## config.mk

```make
export PLATFORM = sky130hd
export DESIGN_NAME = instr_fetch
export DESIGN_NICKNAME = d
export VERILOG_FILES = /design/src/rtl/cpu_pkg.sv /design/src/rtl/instr_queue.sv /design/src/rtl/instr_fetch.sv
export SDC_FILE = /design/constraint.sdc
export NUM_CORES = 1
export LEC_CHECK = 0
export ABC_AREA = 1
export BUFFER_PORTS_ARGS = -buffer_cell sky130_fd_sc_hd__buf_2
export CAP_MARGIN = 5
export CORE_MARGIN = 4
export CORE_UTILIZATION = 30
export CTS_BUF_LIST = sky130_fd_sc_hd__clkbuf_8
export DETAILED_ROUTE_END_ITERATION = 8
export GPL_TIMING_DRIVEN = 0
export PLACE_DENSITY_LB_ADDON = 0.25
export SLEW_MARGIN = 5
export SYNTH_ARGS = -nofsm -noshare
export SYNTH_HDL_FRONTEND = slang
export SYNTH_SLANG_ARGS = --single-unit
```

## constraint.sdc

```tcl
create_clock -name clk -period 6.7 [get_ports clk]
set_clock_uncertainty 0.1 [all_clocks]
set_input_delay 1.34 -clock clk [delete_from_list [all_inputs] [get_ports clk]]
set_output_delay 1.34 -clock clk [all_outputs]
set_load 0.01 [all_outputs]
```

## src/rtl/cpu_pkg.sv

```systemverilog
// Shared CPU definitions: datapath widths, opcode encodings, opcode-field helper.
// Pure definitions; no timing or flow-control content.
package cpu_pkg;
    localparam int PC_W_DEF    = 16;
    localparam int INSTR_W_DEF = 16;
    localparam int OPCODE_W    = 4;

    localparam logic [OPCODE_W-1:0] OP_SUB = 4'b0010;
    localparam logic [OPCODE_W-1:0] OP_ADD = 4'b0011;
    localparam logic [OPCODE_W-1:0] OP_BR0 = 4'b0100;
    localparam logic [OPCODE_W-1:0] OP_BR1 = 4'b0101;
    localparam logic [OPCODE_W-1:0] OP_LD  = 4'b0110;
    localparam logic [OPCODE_W-1:0] OP_ST  = 4'b0111;

    // Opcode sits in the top nibble of a default-width instruction.
    function automatic logic [OPCODE_W-1:0] opcode_of(input logic [INSTR_W_DEF-1:0] instr);
        return instr[INSTR_W_DEF-1 -: OPCODE_W];
    endfunction
endpackage

```

## src/rtl/instr_queue.sv

```systemverilog
// DEPTH-entry sync FIFO with flush; head visible combinationally, write seen next cycle.
// No internal backpressure: the producer guarantees space via credits; pop on empty is ignored.
module instr_queue
    import cpu_pkg::*;
#(
    parameter int  DEPTH = 2,
    parameter int  W     = 32,
    localparam int AW    = $clog2(DEPTH),
    localparam int CNT_W = AW + 1
) (
    input  logic             clk,
    input  logic             rst,
    input  logic             flush,
    input  logic             push,
    input  logic [W-1:0]     push_dat,
    input  logic             pop,
    output logic             head_vld,
    output logic [W-1:0]     head_dat,
    output logic [CNT_W-1:0] count
);
    logic [W-1:0]  mem [DEPTH];
    logic [AW-1:0] wr_ptr;
    logic [AW-1:0] rd_ptr;
    logic          pop_ok;

    assign head_vld = (count != '0);
    assign pop_ok   = pop && head_vld;
    assign head_dat = head_vld ? mem[rd_ptr] : '0;

    // Flush beats push and pop issued in the same cycle.
    always_ff @(posedge clk) begin
        if (rst || flush) begin
            wr_ptr <= '0;
            rd_ptr <= '0;
            count  <= '0;
        end else begin
            if (push)   wr_ptr <= wr_ptr + AW'(1);
            if (pop_ok) rd_ptr <= rd_ptr + AW'(1);
            count <= count + CNT_W'(push) - CNT_W'(pop_ok);
        end
    end

    always_ff @(posedge clk) begin
        if (push) mem[wr_ptr] <= push_dat;
    end
endmodule

```

## src/rtl/instr_fetch.sv

```systemverilog
// Fetch stage: PC, 1-cycle ROM read, queue to decode; 2 cycles from issue to InstrValid.
// Issue is credit-limited by queue space (a same-cycle pop frees a slot); InstrReady low stalls.
module instr_fetch
    import cpu_pkg::*;
#(
    parameter int              PC_W     = PC_W_DEF,
    parameter int              INSTR_W  = INSTR_W_DEF,
    parameter int              DEPTH    = 2,
    parameter logic [PC_W-1:0] RESET_PC = '0
) (
    input  logic                clk,
    input  logic                rst,
    output logic                IMemEn,
    output logic [PC_W-1:0]     IMemAddr,
    input  logic [INSTR_W-1:0]  IMemData,
    input  logic                Redirect,
    input  logic [PC_W-1:0]     RedirectPC,
    output logic                InstrValid,
    input  logic                InstrReady,
    output logic [INSTR_W-1:0]  Instr,
    output logic [PC_W-1:0]     InstrPC,
    output logic [OPCODE_W-1:0] OpCode
);
    localparam int              CNT_W   = $clog2(DEPTH) + 1;
    localparam logic [CNT_W:0]  DEPTH_V = (CNT_W + 1)'(DEPTH);

    logic [PC_W-1:0]         pc;
    logic [PC_W-1:0]         inflight_pc;
    logic                    inflight_vld;
    logic                    inflight_epoch;
    logic                    epoch;
    logic [CNT_W-1:0]        count;
    logic [CNT_W:0]          used;
    logic [CNT_W:0]          limit;
    logic                    pop;
    logic                    push;
    logic [PC_W+INSTR_W-1:0] head_dat;

    assign pop      = InstrValid && InstrReady;
    assign used     = {1'b0, count} + (CNT_W + 1)'(inflight_vld);
    assign limit    = DEPTH_V + (CNT_W + 1)'(pop);
    assign IMemEn   = !rst && !Redirect && (used < limit);
    assign IMemAddr = pc;

    // A response tagged with a stale epoch belongs to a squashed fetch path.
    assign push = inflight_vld && (inflight_epoch == epoch) && !Redirect;

    always_ff @(posedge clk) begin
        if (rst) begin
            pc             <= RESET_PC;
            epoch          <= 1'b0;
            inflight_vld   <= 1'b0;
            inflight_pc    <= '0;
            inflight_epoch <= 1'b0;
        end else begin
            inflight_vld   <= IMemEn;
            inflight_pc    <= pc;
            inflight_epoch <= epoch;
            if (Redirect) begin
                pc    <= RedirectPC;
                epoch <= ~epoch;
            end else if (IMemEn) begin
                pc <= pc + PC_W'(1);
            end
        end
    end

    instr_queue #(
        .DEPTH (DEPTH),
        .W     (PC_W + INSTR_W)
    ) u_queue (
        .clk      (clk),
        .rst      (rst),
        .flush    (Redirect),
        .push     (push),
        .push_dat ({inflight_pc, IMemData}),
        .pop      (pop),
        .head_vld (InstrValid),
        .head_dat (head_dat),
        .count    (count)
    );

    assign {InstrPC, Instr} = head_dat;
    assign OpCode           = Instr[INSTR_W-1 -: OPCODE_W];
endmodule

```

==> reports/results.ini <==
[drt]
final_antenna_net_count = 0
route.final.wire_length_um = 10200
wire_per_inst_um = 13.8
number_of_drc_markers_after_the_initial_detailed_route_iteration = 265
count_of_unresolved_drc_violations_after_routing = 0
first_pass_iters = 5
routed-via-count = 3285
detail_route.vias_per_cell = 4.45

[floorplan]
floorplan.die.width_um = 129
die_area_um2 = 16500
floorplan.io_pins = 90
core_ar_um2 = 14000
initial_core_util_pct = 31.1
die_y_um = 129
row_count = 43

[worst_setup_path]
crit_arrival_ns = 2.38
reg2regPathDepth = 5
end_kind = output port
critical_path_required_ns = 5.26
worst_setup_path_start_kind = primary input
path_class = in -> out
cp_max_fo = 9

[yosys]
synth_seq_area_share_pct = 62.3
synth_top_area_cells = sky130_fd_sc_hd__edfxtp_1, sky130_fd_sc_hd__dfxtp_1, sky130_fd_sc_hd__nand2_1
ys_warn_count = 0
postSynthCellCount = 453
syn_area_per_cell_um2 = 9.64
synth-seq-cells = 104
synth_largest_area_cell = sky130_fd_sc_hd__edfxtp_1
synthesis.area_um2 = 4370
synth_cell_types = 27
synth_nets = 494
fraction_of_synthesized_cell_area_taken_by_the_top_area_cell_type_pct = 44.0

[sta]
rsz0062_at_grt = false
worst-slew-pin-transition_ns = 0.548
finalSetupTns_ns = 0
fin_crit_ns = 3.82
achievable-frequency_mhz = 262
max-slew-margin-rel_pct = 63.4
finalMaxSlewViolations = 0
setup_viol = 0
fin_crit_sh_pct = 57.0
hold_viol = 0

[global_routing]
globalRouteTotalUtil_pct = 12.3
grt_overflow_total = 0
grt_pass1_wl_um = 16200
grt_pass1_vias = 3197
antenna_found_initial = 0
maximum_number_of_pins_on_one_net_before_global_route_repair = 20

[placement]
globalplace.congestion = 0.854
post-place-cells = 723
dpl.hpwl_um = 7430
port_buffers = 88

[clock_network]
cts_resized = 0
clk_transition_reported_paths_ns = 0.09
cts_tree = done
total_of_hold_buffers_inserted_after_clock_tree_synthesis = 0
buffer_cell_driving_the_clock_tree_root = sky130_fd_sc_hd__clkbuf_8
worst_skew_pair_later_pin_latency_ns = 0.37
number_of_setup_buffers_added_after_cts = 0
cts_max_path_buffers = 2
number_of_buffers_inserted_during_clock_tree_synthesis = 9
htreeDepth = 3
tritoncts_num_sinks = 104

[cells_and_area]
insertedDiodeCount = 0
final_cell_mix = sky130_fd_sc_hd__nand2_1, sky130_fd_sc_hd__buf_2, sky130_fd_sc_hd__edfxtp_1
finish.net_count = 595
layoutNonFillerInstCount = 739
syn2layout_area_growth_pct = 22.4
mostFrequentLayoutCell = sky130_fd_sc_hd__nand2_1
drive_above_1_share_pct = 23.1

[power]
power_report.internal_total_uw = 986
vdd.ir_drop.worst_v = 0.0000965
power_switching_share_pct = 22.8
p_clk_share_pct = 36.3
p_seq_share_pct = 55.9
power.share.combinational_pct = 7.8
power-per-cell-area_nw_per_um2 = 239
total_switching_power_uw = 291
power.leakage_nw = 2.31

[hold_path]
min-delay-path-class = reg -> reg
hold_depth = 0

[flow_run]
maxcap_viol_count = 0

[status]
outcome = finished clean

## final timing paths
kind                            slack (ns)                      start                           end
worst max-delay path                  2.88                        rst                        IMemEn
worst max register to register        4.55         epoch$_SDFFE_PP0P_  u_queue.mem[1][31]$_DFFE_PP_
worst min-delay path                  0.34  inflight_pc[4]$_SDFF_PP0_  u_queue.mem[1][20]$_DFFE_PP_
worst min register to register        0.34  inflight_pc[4]$_SDFF_PP0_  u_queue.mem[1][20]$_DFFE_PP_
## cells in the mapped netlist
| master | count |
|---|---|
| sky130_fd_sc_hd__clkbuf_1 | 12 |
| sky130_fd_sc_hd__a21boi_0 | 1 |
| sky130_fd_sc_hd__dfxtp_1 | 40 |
| sky130_fd_sc_hd__a21oi_1 | 38 |
| sky130_fd_sc_hd__nor2_1 | 46 |
| sky130_fd_sc_hd__buf_4 | 4 |
| sky130_fd_sc_hd__nor3_1 | 2 |
| sky130_fd_sc_hd__nand3_1 | 29 |
| sky130_fd_sc_hd__xnor2_1 | 1 |
| sky130_fd_sc_hd__nand2_1 | 136 |
| sky130_fd_sc_hd__nand2_4 | 2 |
| sky130_fd_sc_hd__buf_6 | 3 |
| sky130_fd_sc_hd__clkinv_8 | 1 |
| sky130_fd_sc_hd__nand3_2 | 1 |
| sky130_fd_sc_hd__o211ai_1 | 2 |
| sky130_fd_sc_hd__nor2_4 | 3 |
| sky130_fd_sc_hd__nand4_1 | 4 |
| sky130_fd_sc_hd__xor2_1 | 6 |
| sky130_fd_sc_hd__o21ai_0 | 7 |
| sky130_fd_sc_hd__a21boi_4 | 1 |
| sky130_fd_sc_hd__nand2_2 | 1 |
| sky130_fd_sc_hd__or2_2 | 3 |
| sky130_fd_sc_hd__ha_1 | 5 |
| sky130_fd_sc_hd__inv_1 | 38 |
| sky130_fd_sc_hd__inv_2 | 1 |
| sky130_fd_sc_hd__edfxtp_1 | 64 |
| sky130_fd_sc_hd__clkbuf_8 | 2 |
## layout make-up
| type | count | area, um2 |
|---|---|---|
| buffer | 21 | 136 |
| clock buffer | 9 | 124 |
| clock inverter | 7 | 119 |
| fill | 1428 | 8700 |
| inverter | 40 | 163 |
| multi-input combinational | 288 | 1360 |
| sequential | 104 | 2720 |
| tap | 180 | 225 |
| timing repair buffer | 90 | 495 |
## cells by family (layout without fill, tap and decap cells)
logic type	Yosys count	in the layout	share of synthesized area (%)
compound gates	49	49	6.10
xor+xnor	7	7	1.40
fa+ha+maj	5	5	1.43
buf+inv	61	167	6.85
flops	104	104	62.3
simple gates	227	227	21.9
## critical path, cell delays in order
cell and delay [ns]:
sky130_fd_sc_hd__buf_2 0.14, sky130_fd_sc_hd__inv_2 0.11, sky130_fd_sc_hd__nand2_4 0.10, sky130_fd_sc_hd__nor2_4 0.11, sky130_fd_sc_hd__a21boi_4 0.37, sky130_fd_sc_hd__buf_2 0.21
## per-stage QoR
stage          total power [mW]  util, %  setup WS, ns  area [um2]  hold slack (ns)
2_1_floorplan             0.782        -          2.93        4370            0.304
3_3_place_gp              0.824     35.8          1.96        5030            0.306
3_5_place_dp              0.828     36.3          2.86        5100            0.316
4_1_cts                    1.29     38.1          2.86        5350            0.340
5_1_grt                    1.33     38.1          2.83        5350            0.350
6_report                   1.28     38.1          2.88        5350            0.336
## power by group through the flow
stage / Combinational, mW / Clock [mW] / Sequential [mW]
after floorplan: 0.0548 / 0 / 0.728
after CTS: 0.100 / 0.478 / 0.714
final: 0.0991 / 0.463 / 0.714
after global placement: 0.0961 / 0 / 0.728
after detailed placement: 0.0997 / 0 / 0.728
after global routing: 0.111 / 0.506 / 0.717
## state kept, by name (all words and copies together) (netlist names), named ones only
signal and flops:
u_queue.mem 64, u_queue.wr_ptr 1, epoch 1, IMemAddr 16, inflight_pc 16, u_queue.count 2, inflight_epoch 1, inflight_vld 1
u_queue.rd_ptr 1
## layer usage
layer	GRT usage (%)	part of all wire (%)
met1	17.3	49
met2	19.1	44
met3	2.86	6.6
met4	3.64	1.1
met5	0	0
(Power assumes the default switching activity.)
